## src/rtl/clic_reg_arbiter_pkg.sv

```systemverilog
// Shared types and helpers for the CLIC register-bus arbiter.
package clic_reg_arb_pkg;

  typedef enum logic [0:0] {
    IDLE = 1'b0,
    BUSY = 1'b1
  } state_e;

  function automatic int idx_width(input int n);
    return (n > 1) ? $clog2(n) : 1;
  endfunction

endpackage

```

## src/rtl/clic_reg_arbiter_rr_pick.sv

```systemverilog
// Combinational round-robin picker: first valid index strictly after last_i, wrapping.
module clic_rr_pick
  import clic_reg_arb_pkg::*;
#(
  parameter int N = 2
) (
  input  logic [N-1:0]            valid_i,
  input  logic [idx_width(N)-1:0] last_i,
  output logic                    found_o,
  output logic [idx_width(N)-1:0] idx_o
);

  localparam int IW = idx_width(N);

  logic [IW-1:0] cand_s;

  // Search last+1, last+2, ... mod N; the earliest hit keeps priority.
  always_comb begin
    found_o = 1'b0;
    idx_o   = '0;
    cand_s  = '0;
    for (int i = 1; i <= N; i++) begin
      cand_s = IW'((int'(last_i) + i) % N);
      if (!found_o && valid_i[cand_s]) begin
        found_o = 1'b1;
        idx_o   = cand_s;
      end else begin
        found_o = found_o;
      end
    end
  end

endmodule

```

## src/rtl/clic_reg_arbiter.sv

```systemverilog
// Round-robin arbiter sharing one CLIC register-bus slave port between N_REQ
// requesters, one transaction in flight, with a per-transaction timeout.
module clic_reg_arbiter
  import clic_reg_arb_pkg::*;
#(
  parameter int N_REQ      = 2,
  parameter int ADDR_WIDTH = 32,
  parameter int DATA_WIDTH = 32,
  parameter int TIMEOUT    = 255
) (
  input  logic                         clk_i,
  input  logic                         rst_ni,
  input  logic [N_REQ-1:0]             req_valid_i,
  input  logic [N_REQ-1:0]             req_write_i,
  input  logic [N_REQ*ADDR_WIDTH-1:0]  req_addr_i,
  input  logic [N_REQ*DATA_WIDTH-1:0]  req_wdata_i,
  input  logic [N_REQ*DATA_WIDTH/8-1:0] req_wstrb_i,
  output logic [N_REQ-1:0]             req_ready_o,
  output logic [DATA_WIDTH-1:0]        req_rdata_o,
  output logic                         req_error_o,
  output logic                         mst_valid_o,
  output logic                         mst_write_o,
  output logic [ADDR_WIDTH-1:0]        mst_addr_o,
  output logic [DATA_WIDTH-1:0]        mst_wdata_o,
  output logic [DATA_WIDTH/8-1:0]      mst_wstrb_o,
  input  logic                         mst_ready_i,
  input  logic [DATA_WIDTH-1:0]        mst_rdata_i,
  input  logic                         mst_error_i
);

  localparam int IW = idx_width(N_REQ);
  localparam int TW = $clog2(TIMEOUT + 1);
  localparam int SW = DATA_WIDTH / 8;
  localparam logic [IW-1:0] LAST_RST = IW'(N_REQ - 1);
  localparam logic [TW-1:0] TMO_LAST = TW'(TIMEOUT - 1);
  localparam logic [TW-1:0] TMO_MAX  = TW'(TIMEOUT);

  state_e          state_q, state_d;
  logic [IW-1:0]   grant_q, grant_d;
  logic [IW-1:0]   last_q, last_d;
  logic [TW-1:0]   tmo_q, tmo_d;
  logic            pick_found_s;
  logic [IW-1:0]   pick_idx_s;
  logic            sel_valid_s;
  logic            sel_write_s;
  logic [ADDR_WIDTH-1:0] sel_addr_s;
  logic [DATA_WIDTH-1:0] sel_wdata_s;
  logic [SW-1:0]   sel_wstrb_s;

  clic_rr_pick #(.N(N_REQ)) u_pick (
    .valid_i (req_valid_i),
    .last_i  (last_q),
    .found_o (pick_found_s),
    .idx_o   (pick_idx_s)
  );

  always_comb begin
    sel_valid_s = req_valid_i[grant_q];
    sel_write_s = req_write_i[grant_q];
    sel_addr_s  = req_addr_i[int'(grant_q)*ADDR_WIDTH +: ADDR_WIDTH];
    sel_wdata_s = req_wdata_i[int'(grant_q)*DATA_WIDTH +: DATA_WIDTH];
    sel_wstrb_s = req_wstrb_i[int'(grant_q)*SW +: SW];
  end

  // A granted requester withdrawing valid aborts silently; ready beats a simultaneous timeout.
  always_comb begin
    state_d     = state_q;
    grant_d     = grant_q;
    last_d      = last_q;
    tmo_d       = tmo_q;
    mst_valid_o = 1'b0;
    mst_write_o = 1'b0;
    mst_addr_o  = '0;
    mst_wdata_o = '0;
    mst_wstrb_o = '0;
    req_ready_o = '0;
    req_rdata_o = '0;
    req_error_o = 1'b0;
    case (state_q)
      IDLE: begin
        if (pick_found_s) begin
          grant_d = pick_idx_s;
          tmo_d   = '0;
          state_d = BUSY;
        end else begin
          state_d = IDLE;
        end
      end
      BUSY: begin
        if (!sel_valid_s) begin
          state_d = IDLE;
        end else begin
          mst_valid_o = 1'b1;
          mst_write_o = sel_write_s;
          mst_addr_o  = sel_addr_s;
          mst_wdata_o = sel_wdata_s;
          mst_wstrb_o = sel_wstrb_s;
          if (mst_ready_i) begin
            req_ready_o[grant_q] = 1'b1;
            req_rdata_o          = mst_rdata_i;
            req_error_o          = mst_error_i;
            last_d               = grant_q;
            state_d              = IDLE;
          end else if (tmo_q == TMO_LAST) begin
            req_ready_o[grant_q] = 1'b1;
            req_error_o          = 1'b1;
            last_d               = grant_q;
            state_d              = IDLE;
          end else if (tmo_q != TMO_MAX) begin
            tmo_d = tmo_q + TW'(1);
          end else begin
            tmo_d = tmo_q;
          end
        end
      end
      default: state_d = IDLE;
    endcase
  end

  always_ff @(posedge clk_i or negedge rst_ni) begin
    if (!rst_ni) begin
      state_q <= IDLE;
      grant_q <= '0;
      last_q  <= LAST_RST;
      tmo_q   <= '0;
    end else begin
      state_q <= state_d;
      grant_q <= grant_d;
      last_q  <= last_d;
      tmo_q   <= tmo_d;
    end
  end

endmodule
```

## config.mk

```make
export PLATFORM = sky130hd
export DESIGN_NAME = clic_reg_arbiter
export DESIGN_NICKNAME = d
export VERILOG_FILES = /design/src/rtl/clic_reg_arbiter_pkg.sv /design/src/rtl/clic_reg_arbiter_rr_pick.sv /design/src/rtl/clic_reg_arbiter.sv
export SDC_FILE = /design/constraint.sdc
export NUM_CORES = 1
export LEC_CHECK = 0
export ABC_CLOCK_PERIOD_IN_PS = 4700
export BUFFER_PORTS_ARGS = -buffer_cell sky130_fd_sc_hd__buf_2
export CORE_AREA = 2 2 110 112
export DETAILED_ROUTE_END_ITERATION = 8
export DIE_AREA = 0 0 112 114
export PLACE_DENSITY_LB_ADDON = 0.15
export SLEW_MARGIN = 10
export SYNTH_ARGS = -nofsm -noshare
export SYNTH_HDL_FRONTEND = slang
export SYNTH_HIERARCHICAL = 1
export SYNTH_SLANG_ARGS = --single-unit
```

## constraint.sdc

```tcl
create_clock -name clk_i -period 4.7 [get_ports clk_i]
set_input_delay 0.47 -clock clk_i [delete_from_list [all_inputs] [get_ports clk_i]]
set_output_delay 0.47 -clock clk_i [all_outputs]
set_load 0.01 [all_outputs]
```

### After elaboration in Yosys (flattened, before gate mapping)

Index checks and enable logic that the tools add are counted.

| word-level totals | value |
|---|---|
| register bits | 11 |
| output and inout bits | 105 |
| logic and storage cells | 77 |

| operators by class | value |
|---|---|
| $add $sub $neg | 3 |
| order comparisons | 4 |
| eq/ne operators | 7 |
| shifts and indexed selects | 3 |
| muxes and demuxes | 48 |
| bitwise operators | 1 |
| reductions and logical operators | 7 |

Operators by type and width:

| operator | number |
|---|---|
| 2-to-1 mux 32 bit | 7 |
| indexed part select 64 x 7 -> 32 bit | 2 |
| 2-to-1 mux 8 bit | 5 |
| 2-to-1 mux 1 bit | 27 |
| case mux 8 bit (2 select lines) | 1 |
| adder 8 x 1 -> 8 bit (second input constant) | 1 |
| equality test 8 bit (second input constant) | 1 |
| 2-to-1 mux 2 bit | 4 |
| 2-to-1 mux 4 bit | 2 |
| inequality test 8 bit (second input constant) | 1 |
| indexed part select 8 x 4 -> 4 bit | 1 |
| < comparator 1 x 2 -> 1 bit (second input constant) | 3 |
| inequality test 2 bit (second input constant) | 3 |
| AND reduction 5 bit | 1 |
| inequality test 2 x 1 -> 1 bit (second input constant) | 2 |
| AND reduction 3 bit | 1 |
| adder 1 bit (second input constant) | 2 |
| logical AND 1 bit | 2 |
| case mux 1 bit (2 select lines) | 1 |
| AND reduction 2 bit | 1 |
| nonzero test 2 bit | 1 |
| demux 1 bit (select 1 bit) | 1 |
| >= comparator 1 bit (second input constant) | 1 |
| zero test 1 bit | 1 |
| NOT 1 bit | 1 |

### Logic depth before layout (Yosys ltp)

Gate-level depths: netlist (run 1).

| logic depth | value |
|---|---|
| depth after elaboration | 9 |
| depth in mapped cells | 6 |
| depth with buffers taken out | 5 |

### By module

The synthesis (run 1) kept the hierarchy.

By module, submodules not included:

| module | times used | cells each | area an instance (µm²) | seq. area each (µm²) |
|---|---|---|---|---|
| clic_reg_arbiter | 1 | 267 | 1941.9 | 276.5 |
| clic_rr_pick | 1 | 2 | 13.8 | 0.0 |

### Worst setup path after synthesis (run 1)

OpenSTA, ideal clock, no wires.

| timing path | value |
|---|---|
| path kind | register to output |
| start | register grant_q |
| end | output port req_rdata_o[22] |
| data arrival time | 1.479 ns |
| data required time | 4.230 ns |
| path slack | 2.751 ns |
| cell stages (with the launch flop) | 7 |
| buffers on the path | 2 |
| cell sequence | dfrtp_1 buf_4 mux2_4 nand2_1 inv_2 clkbuf_1 and3_1 |

| on the way | value |
|---|---|
| cells in the longest elaborated chain, start to end | 4 |

RTL lines:

| what | RTL line | text |
|---|---|---|
| from (decl) | clic_reg_arbiter.sv:39 | `logic [IW-1:0] grant_q, grant_d;` |
| from (signal assigned) | clic_reg_arbiter.sv:128 | `grant_q <= grant_d;` |
| 2-to-1 mux 1 bit (not written as such) (2 in series) | clic_reg_arbiter.sv:58 | `sel_valid_s = req_valid_i[grant_q];` |
| 2-to-1 mux 32 bit | clic_reg_arbiter.sv:90 | `if (!sel_valid_s) begin` |
| 2-to-1 mux 32 bit | clic_reg_arbiter.sv:79 | `case (state_q)` |
| to (decl) | clic_reg_arbiter.sv:19 | `output logic [DATA_WIDTH-1:0] req_rdata_o,` |

No other way between the ends. The select of a mux whose other input is x is not followed.

### Worst setup path after layout (run 1)

| timing path | value |
|---|---|
| start | register grant_q |
| end | output port mst_write_o |

| on the way | value |
|---|---|
| cells in the longest elaborated chain, start to end | 4 |

RTL lines:

| what | RTL line | text |
|---|---|---|
| 2-to-1 mux 1 bit (on tied branches) (2 in series) | clic_reg_arbiter.sv:59, clic_reg_arbiter.sv:58 |  |
| 2-to-1 mux 1 bit * | clic_reg_arbiter.sv:90 |  |
| 2-to-1 mux 1 bit * | clic_reg_arbiter.sv:79 |  |
| to (decl) | clic_reg_arbiter.sv:22 | `output logic mst_write_o,` |

Mark *: on every way between the ends. The rest lies on a longest branch, timed or not. The select of a mux whose other input is x is not followed.

==> run_results.csv, run 1 <==
group,metric,value,unit
run_status,status,"finished clean",
yosys,async_flop_share,1.00,
grt,grt-ovfl-total,0,
finish,drive_gt1_frac,0.551,
floorplan,dieArea,0.0128,mm^2
floorplan,core_area,0.0117,mm^2
routing,first_iter_violations,66,
floorplan,die-width,112,um
floorplan,die_h,114,um
pwr,power.density,355,mW/mm^2
clock_tree,htreeDepth,1,
pwr,power.switching,593,uW
clock_tree,cts_tree,"built",
placed_design,gp_congestion,0.807,
yosys,yosys_warnings,6,
setup_path,critPathKind,"flip-flop to output port",
yosys,synth_edf_count,0,
routing,drc,0,
routing,post_drt_via_cell_ratio,4.31,
min_path,hp-class,"input pin to async pin",
pwr,clockPowerShare,0.130,
sta,max_freq,0.366,GHz
sta,fin_hold_ws,94.4,ps
clock_tree,post_cts_resized,0,
grt,grt_pass1_vias,2704,
yosys,synth_top_area_frac,0.363,
floorplan,io_pins,281,
grt,antenna_found_initial,0,
setup_path,critPathMaxFanout,66,
yosys,synth.largest_area_cell,"mux2i_1",
yosys,synth.cell_area,0.00196,mm^2
setup_path,cp_slowest_cell,"buf_4",
yosys,ys.flop_type,"dfrtp_1",
pwr,p_int,658,uW
grt,grt_start_max_net_pins,67,
setup_path,startpoint_type,"flip-flop",
clock_tree,postCtsSetupRepairBufs,0,
pwr,combPwrFrac,0.749,
routing,wirelength,9.53,mm
sta,slew_headroom,0.263,
clock_tree,ctsHoldBuffers,0,
sta,tightest_slew,1110,ps
placed_design,place_hpwl,8.03,mm
yosys,yosysSeqAreaShare,0.141,
flow_run,drv_cap,0,
pwr,leakagePower,0.00224,uW
floorplan,start_util,0.167,
clock_tree,clock_sinks,11,
finish,area_growth,80.2,%
routing,vias,2918,
pwr,swShare,0.474,
pwr,power_frac_seq,0.121,
setup_path,path_cells,"buf_4, mux2i_1, nor2_1, buf_2",
floorplan,rows,40,
setup_path,cp.arrival,2260,ps
sta,finalSetupViolCount,0,
yosys,syn-num-nets,447,
placed_design,io_buffers,280,
sta,fin_crit_sh,0.581,
sta,grt_setup_unrepaired,"no",
finish,layout.nets,709,
routing,firstDrtPassIters,4,
setup_path,crit_path_end_kind,"output port",
routing,wl_per_cell,14.1,um
yosys,postSynthAreaPerCell,7.27,um^2
sta,tns,0,ps
yosys,synthTopCellsByArea,"mux2i_1 36%, nor2_1 14%, dfrtp_1 13%",
clock_tree,cts-buffers-inserted,3,
yosys,syn_inst,269,
setup_path,max_stage_delay,810,ps
sta,min_period,2730,ps
grt,grt_pass1_wl,13.8,mm
clock_tree,cts.path.max_buffers,2,
yosys,synth_cell_types,36,
finish,diodes,0,
grt,grt_usage,0.135,
clock_tree,clkTransAtPathRegs,40,ps
yosys,synth_seq_cells,11,
sta,finClkSkew,1.72,ps
sta,hold_viol,0,
clock_tree,cts_root_buf,"clkbuf_16",
clock_tree,clk_latency,250,ps
routing,final_antenna_net_count,0,
pwr,ir_drop,0.225,mV
sta,slew_violations,0,
setup_path,crit_required,4230,ps
[cell usage after synthesis, types with 2 or more instances]
cell and instances:
a211oi_1 3, a21oi_1 4, a311o_1 2, a31o_1 2
and3_1 34, buf_4 2, buf_6 2, clkbuf_1 21
dfrtp_1 10, ha_1 2, inv_1 3, mux2i_1 71
nand2_1 4, nand2b_1 2, nand3_1 4, nor2_1 73
nor4_1 3, o21ai_0 3, o21ai_1 4, o311a_1 2
or2_1 2, or3_1 2
[stage by stage]
step                total power, uW  instances  area [um^2]  worst slack, ps   util
floorplan                       777        269         1960             2750      -
global placement               1100        673         3450             2220  0.294
detailed placement             1100        673         3450             2200  0.294
CTS                            1270        677         3520             1950  0.301
global route                   1350        677         3520             1820  0.301
finish                         1250        677         3520             1970  0.301
[power by group through the flow]
stage | clock network [uW] | logic, uW | registers (uW)
floorplan | 0 | 650 | 127
global placement | 0 | 947 | 152
detailed placement | 0 | 943 | 152
CTS | 167 | 947 | 152
global route | 171 | 1020 | 159
finish | 162 | 937 | 152
[state kept, by name, summed over array words and instances, names as in the netlist]
register / count
last_q: 1
tmo_q: 8
grant_q: 1
state_q: 1
[area by class of cell]
cell class,instances,area (um^2)
fillers,1284,8190
multi-input cells,229,1550
repair buffers,282,1420
flip-flops and latches,11,280
well taps,147,184
clock buffers,4,78.8
inverters,4,15.0
[logic make-up (layout without fill, tap and decap cells)]
| group | count (synthesis) | count (layout) | share of synthesized area |
|---|---|---|---|
| AO/OA/AOI/OAI | 24 | 24 | 0.0851 |
| adder cells (fa/ha/maj) | 2 | 2 | 0.0128 |
| buffers and inverters | 29 | 290 | 0.0672 |
| flip-flops | 11 | 11 | 0.141 |
| multiplexers | 73 | 73 | 0.377 |
| AND/OR/NAND/NOR | 130 | 130 | 0.317 |
[routing by layer]
layer	track usage	part of all wire
met4	0.0350	0.012
met2	0.266	0.53
met5	0	0
met3	0.0239	0.090
met1	0.148	0.37
[layout by cell type, fill, tap and decap left out, types with 2 or more instances in the layout]
master / instances
nand2_1: 3
o311a_1: 2
nand3_1: 4
or3_1: 2
nor2_1: 73
a211oi_1: 3
nand2b_1: 2
o21ai_0: 3
dfrtp_1: 9
clkbuf_16: 3
a31o_1: 2
mux2i_1: 71
nand2_2: 2
ha_1: 2
a311o_1: 2
buf_2: 280
and3_1: 34
or2_1: 2
o21ai_1: 4
inv_1: 3
buf_4: 2
a21oi_1: 4
nor4_1: 3
[critical path, delay by kind of cell, from the launching register on]
kind                   cells  cell delay (ps)
DFF                        1              460
and+or+nand+nor            1               80
muxes                      1              410
buffers and inverters      2              970
[path summary, 6_finish.rpt]
kind	startpoint	to	slack, ps	cells past startpoint
setup / recovery	grant_q	mst_write_o	1970	4
hold / removal	rst_ni	tmo_q[3]	90	1
setup reg to reg	tmo_q[0]	tmo_q[4]	2860	5
hold reg to reg	last_q	last_q	510	2
max in group asynchronous	rst_ni	last_q	4340	1
min in group clk_i	last_q	last_q	510	2
No activity file was read; power rests on OpenSTA's default activity.
==> inputs of run 2 (changes only) <==
--- a/config.mk
+++ b/config.mk
@@ -5,11 +5,12 @@
 export SDC_FILE = /design/constraint.sdc
 export NUM_CORES = 1
 export LEC_CHECK = 0
-export ABC_CLOCK_PERIOD_IN_PS = 4700
+export ABC_AREA = 1
+export ABC_CLOCK_PERIOD_IN_PS = 2500
 export BUFFER_PORTS_ARGS = -buffer_cell sky130_fd_sc_hd__buf_2
-export CORE_AREA = 2 2 110 112
+export CORE_AREA = 2 2 109 111
 export DETAILED_ROUTE_END_ITERATION = 8
-export DIE_AREA = 0 0 112 114
+export DIE_AREA = 0 0 111 113
 export PLACE_DENSITY_LB_ADDON = 0.15
 export SLEW_MARGIN = 10
 export SYNTH_ARGS = -nofsm -noshare
==> constraint.sdc (replaced) <==
create_clock -name clk_i -period 2.5 [get_ports clk_i]
set_input_delay 0.25 -clock clk_i [delete_from_list [all_inputs] [get_ports clk_i]]
set_output_delay 0.25 -clock clk_i [all_outputs]
set_load 0.01 [all_outputs]
==> run 2 against run 1 <==
  * Design area shrank 0.14%
  * Count of clock-buffer cells in the layout is the same
  * Wire length grew 11%
  * Sequential cell count is the same
  * Register-to-register slack lost 2000 ps
  * First-iteration DRC count grew 65%
  * Clock power grew 81%
  * Non-clock buffer count grew 4
  * Combinational power grew 110%
  * Critical path depth grew 2
==> run_results.csv, run 2 <==
group,metric,value,unit
yosys,syn_inst,399,
sta,min_period,2150,ps
placed_design,io_buffers,280,
clock_tree,post_cts_resized,0,
min_path,hold_path_depth,4,
yosys,synth_top_area_frac,0.395,
finish,largest_reg_flops,8,
clock_tree,cts-buffers-inserted,3,
routing,wirelength,10.6,mm
clock_tree,clkTransAtPathRegs,40,ps
sta,finClkSkew,1.49,ps
floorplan,dieArea,0.0125,mm^2
yosys,synthTopCellsByArea,"nand2_1 40%, a21oi_1 19%, dfrtp_1 13%",
grt,grt_start_max_net_pins,73,
routing,post_drt_via_cell_ratio,4.18,
floorplan,rows,39,
finish,final_cell_mix,"280 x buf_2, 203 x nand2_1, 73 x a21oi_1, 42 x nor2_1, 11 x inv_1",
floorplan,start_util,0.171,
floorplan,io_pins,281,
routing,final_antenna_net_count,0,
clock_tree,cts_root_buf,"clkbuf_16",
finish,layout.nets,839,
pwr,power.density,712,mW/mm^2
routing,firstDrtPassIters,6,
run_status,status,"finished clean",
placed_design,dp.cells,798,
setup_path,critPathMaxFanout,56,
floorplan,die_h,113,um
sta,slew_violations,0,
clock_tree,clock_sinks,11,
sta,tns,0,ps
sta,finalSetupViolCount,0,
yosys,synth_most_common_cell,"nand2_1",
yosys,postSynthAreaPerCell,4.83,um^2
sta,hold_viol,0,
yosys,ys.flop_type,"dfrtp_1",
yosys,synth_commonest_cells,"203 x nand2_1, 73 x a21oi_1, 42 x nor2_1",
routing,drc,0,
floorplan,core_area,0.0113,mm^2
sta,fin_crit_sh,0.858,
yosys,synth_cell_types,22,
pwr,ir_drop,0.353,mV
grt,grt_usage,0.157,
min_path,hp-start,"mst_ready_i",
finish,area_growth,82.5,%
clock_tree,cts.path.max_buffers,2,
setup_path,timing.rr.start,"tmo_q[0]",
setup_path,cp.arrival,1900,ps
setup_path,reg2reg_depth,9,
yosys,syn-num-nets,577,
floorplan,die-width,111,um
sta,grt_setup_unrepaired,"no",
grt,grt_pass1_vias,3214,
placed_design,gp_congestion,0.885,
setup_path,r2r-end,"tmo_q[2]",
yosys,yosysSeqAreaShare,0.143,
flow_run,drv_cap,0,
yosys,synth_edf_count,0,
grt,grt-ovfl-total,0,
yosys,async_flop_share,1.00,
finish,drive_gt1_frac,0.453,
min_path,hp-class,"input pin to flip-flop",
setup_path,startpoint_type,"flip-flop",
clock_tree,htreeDepth,1,
min_path,hold_end,"state_q",
setup_path,crit_required,2250,ps
finish,mostFrequentLayoutCell,"buf_2",
setup_path,critPathKind,"flip-flop to output port",
sta,tightest_slew,710,ps
pwr,leakagePower,0.00221,uW
sta,max_freq,0.466,GHz
setup_path,crit_path_end_kind,"output port",
clock_tree,clk_latency,240,ps
finish,layout.cells.non_filler,804,
yosys,synth_seq_cells,11,
finish,fillerInstances,1314,
routing,first_iter_violations,109,
placed_design,place_hpwl,8.60,mm
yosys,yosys_warnings,6,
finish,regMostFlops,"tmo_q",
yosys,synth.largest_area_cell,"nand2_1",
grt,grt_pass1_wl,16.3,mm
routing,wl_per_cell,13.1,um
yosys,synth.cell_area,0.00193,mm^2
grt,antenna_found_initial,1,
clock_tree,cts_tree,"built",
setup_path,r2r_slack,890,ps
sta,slew_headroom,0.527,
routing,vias,3361,
run 2: cell count changes in the layout (fill, tap and decap cells not counted), moves of 8 or more:
cell     change
a21oi_1     +69
and3_1      -34
inv_1        +8
mux2i_1     -71
nand2_1    +200
nor2_1      -31
run 2: what timing repair did:
item / 4_1_cts / 5_1_grt
setup buffers: 0 / 0
endpoints found under the setup margin: 0 / 0
hold endpoints to repair: 10 / 0
hold buffers: 1 / 0
run 2: worst max-delay path by stage:
stage	start	endpoint	slack [ps]	cells after the start
6_report	grant_q	mst_addr_o[22]	350	6
5_1_grt	grant_q	mst_addr_o[22]	190	6
4_1_cts	grant_q	mst_addr_o[22]	310	6
3_5_place_dp	grant_q	mst_addr_o[22]	580	6
3_3_place_gp	grant_q	mst_addr_o[22]	610	6
2_1_floorplan	grant_q	mst_wdata_o[23]	1030	5
run 2: kinds of logic after synthesis:
logic type / count (synthesis) / share of synthesized area
fa+ha+maj: 2 / 0.0130
xor+xnor: 3 / 0.0136
buf+inv: 43 / 0.0915
compound gates: 75 / 0.195
flops: 11 / 0.143
simple gates: 265 / 0.544
run 2: layer usage:
metal  track usage  routed length, um  share of wire
met3        0.0225                824          0.078
met5             0                  0              0
met1         0.180               4150           0.39
met4        0.0383                153          0.014
met2         0.307               5440           0.51
run 2: power by group:
group          switching (uW)  internal [uW]  total (uW)
Combinational            1290            654        1940
Clock                    79.8            214         294
Sequential               44.3            223         267
run 2: cell type report:
class / instances / area (um^2) / share of cell area
Antenna cell: 1 / 2.50 / 0.000711
Inverter: 14 / 57.6 / 0.0164
Clock buffer: 4 / 78.8 / 0.0224
Multi-Input combinational cell: 345 / 1480 / 0.419
Timing Repair Buffer: 286 / 1450 / 0.412
Tap cell: 143 / 179 / 0.0508
Sequential cell: 11 / 278 / 0.0789
run 2: metrics by stage:
step                 util  setup WS (ps)  area [um^2]  total power, uW  hold slack, ps
finish              0.312            354         3520             2510             375
global route        0.312            191         3520             2800             408
CTS                 0.312            314         3520             2550             368
detailed placement  0.304            579         3430             2240             144
global placement    0.304            612         3430             2250             145
floorplan               -           1030         1930             1530           -45.6
run 2: critical path: stages (launching register included):
cell and delay, ps:
dfrtp_2 430, nand2_1 110, nand2_4 70, nand2_4 170, buf_4 510, a21oi_1 140, buf_2 180
==> inputs of run 3 (changes only) <==
--- a/config.mk
+++ b/config.mk
@@ -7,10 +7,10 @@
 export LEC_CHECK = 0
 export ABC_AREA = 1
 export ABC_CLOCK_PERIOD_IN_PS = 2500
-export BUFFER_PORTS_ARGS = -buffer_cell sky130_fd_sc_hd__buf_2
 export CORE_AREA = 2 2 109 111
 export DETAILED_ROUTE_END_ITERATION = 8
 export DIE_AREA = 0 0 111 113
+export DONT_BUFFER_PORTS = 1
 export PLACE_DENSITY_LB_ADDON = 0.15
 export SLEW_MARGIN = 10
 export SYNTH_ARGS = -nofsm -noshare
==> run 3 against run 2 <==
  * Combinational power decreased by 3%
  * Critical path depth decreased by 1
  * Total power decreased by 2.0%
  * First-iteration DRC count decreased by 2.8%
  * Non-clock buffer count decreased by 218
  * Sequential cell count unchanged
  * Cell count decreased by 27%
  * Wire length decreased by 13%
  * Clock power about the same
  * Die area unchanged
  * Sequential power about the same
  * Critical endpoint unchanged
  * Largest cell class unchanged
  * Largest power group unchanged
==> run_results.csv, run 3 (synthesis results as in run 2) <==
group,metric,value,unit
routing,first_iter_violations,106,
floorplan,dieArea,0.0125,mm^2
setup_path,path_cells,"inv_6, buf_4, nand2_1, a21oi_1, buf_4",
floorplan,die_h,113,um
placed_design,gp_congestion,0.739,
sta,max_freq,0.460,GHz
setup_path,cp_slowest_cell,"buf_4",
clock_tree,postCtsSetupRepairBufs,0,
grt,grt_pass1_vias,2275,
flow_run,drv_cap,0,
setup_path,endpoint,"mst_addr_o[22]",
min_path,hp-start,"req_valid_i[0]",
setup_path,critPathMostFrequentCell,"buf_4",
sta,tns,0,ps
pwr,power.density,951,mW/mm^2
sta,hold_viol,0,
sta,fin_crit_sh,0.869,
floorplan,rows,39,
setup_path,worst-path-stages,5,
setup_path,crit_required,2250,ps
routing,final_antenna_net_count,0,
setup_path,reg2reg_depth,9,
finish,final_cell_mix,"203 x nand2_1, 73 x a21oi_1, 67 x buf_4, 42 x nor2_1, 11 x inv_1",
finish,mostFrequentLayoutCell,"nand2_1",
setup_path,crit_path_end_kind,"output port",
setup_path,critPathKind,"flip-flop to output port",
routing,vias,2746,
sta,finClkSkew,0.846,ps
finish,largest_reg_flops,8,
setup_path,crit_path_start,"grant_q",
placed_design,place_hpwl,7.52,mm
floorplan,start_util,0.171,
grt,grt_usage,0.126,
finish,diodes,0,
routing,wl_per_cell,15.7,um
setup_path,r2r_slack,890,ps
clock_tree,cts.path.max_buffers,2,
pwr,leakagePower,0.00129,uW
clock_tree,post_cts_resized,0,
finish,post-route-util,0.229,
pwr,ir_drop,0.286,mV
clock_tree,htreeDepth,1,
floorplan,core_area,0.0113,mm^2
clock_tree,cts-buffers-inserted,3,
clock_tree,ctsHoldBuffers,1,
routing,drc,0,
sta,finalSetupViolCount,0,
finish,area_growth,33.9,%
sta,slew_violations,0,
sta,fin_hold_ws,220,ps
min_path,hp-class,"input pin to flip-flop",
grt,grt_start_max_net_pins,73,
clock_tree,cts_root_buf,"clkbuf_16",
pwr,p_total,2460,uW
sta,grt_setup_unrepaired,"no",
clock_tree,clkTransAtPathRegs,40,ps
finish,regMostFlops,"tmo_q",
finish,drive_gt1_frac,0.183,
setup_path,critPathMaxFanout,72,
placed_design,io_buffers,0,
setup_path,critPathBufInv,3,
routing,wirelength,9.16,mm
grt,antenna_found_initial,0,
setup_path,cp_top_family,"buffers and inverters",
floorplan,die-width,111,um
run_status,status,"finished clean",
floorplan,io_pins,281,
routing,firstDrtPassIters,4,
sta,tightest_slew,895,ps
setup_path,max_stage_delay,540,ps
sta,min_period,2170,ps
setup_path,cp.arrival,1920,ps
setup_path,startpoint_type,"flip-flop",
clock_tree,clk_latency,240,ps
clock_tree,cts_tree,"built",
routing,post_drt_via_cell_ratio,4.69,
setup_path,timing.rr.start,"tmo_q[0]",
finish,layout.nets,621,
grt,grt_pass1_wl,12.6,mm
grt,grt-ovfl-total,0,
sta,slew_headroom,0.402,
setup_path,r2r-end,"tmo_q[2]",
clock_tree,clock_sinks,11,
-- run 3: worst min-delay path by stage --
stage	to	slack, ps	cells after the start
2_1_floorplan	grant_q	-50	0
3_5_place_dp	tmo_q[0]	-50	0
4_1_cts	grant_q	220	3
5_1_grt	grant_q	260	3
3_3_place_gp	tmo_q[0]	-50	0
6_report	grant_q	220	3
-- run 3: power breakdown --
part           switching [uW]  internal (uW)
Sequential               43.9            223
Clock                    82.2            214
Combinational            1260            634
-- run 3: metal layers --
metal | up-vias | GRT usage | share of wire
li1 | 1334 | - | -
met1 | 1234 | 0.147 | 0.39
met2 | 169 | 0.242 | 0.52
met3 | 9 | 0.0187 | 0.079
met4 | 0 | 0.0283 | 0.014
met5 | - | 0 | 0
-- run 3: worst reg2reg max path, stage by stage, from the launching register on --
cell     delay [ps]
dfrtp_1         390
inv_1            70
ha_1            190
inv_1            50
nor2_1           40
a21oi_1         310
nand2_2         230
nand2_2         150
nand2_1          60
nand2_1          60
-- run 3: stage by stage --
step / instance area, um^2 / setup slack, ps / cells
after CTS: 2580 / 363 / 585
after global placement: 2490 / 621 / 580
final: 2580 / 328 / 585
after floorplan: 1930 / 1030 / 399
after detailed placement: 2490 / 623 / 580
after global routing: 2580 / 244 / 585
-- run 3: layout make-up --
class                   instances  area, um^2
fillers                      1286        8690
multi-input cells             345        1480
repair buffers                 68         513
flip-flops and latches         11         278
well taps                     143         179
clock buffers                   4        78.8
inverters                      14        57.6
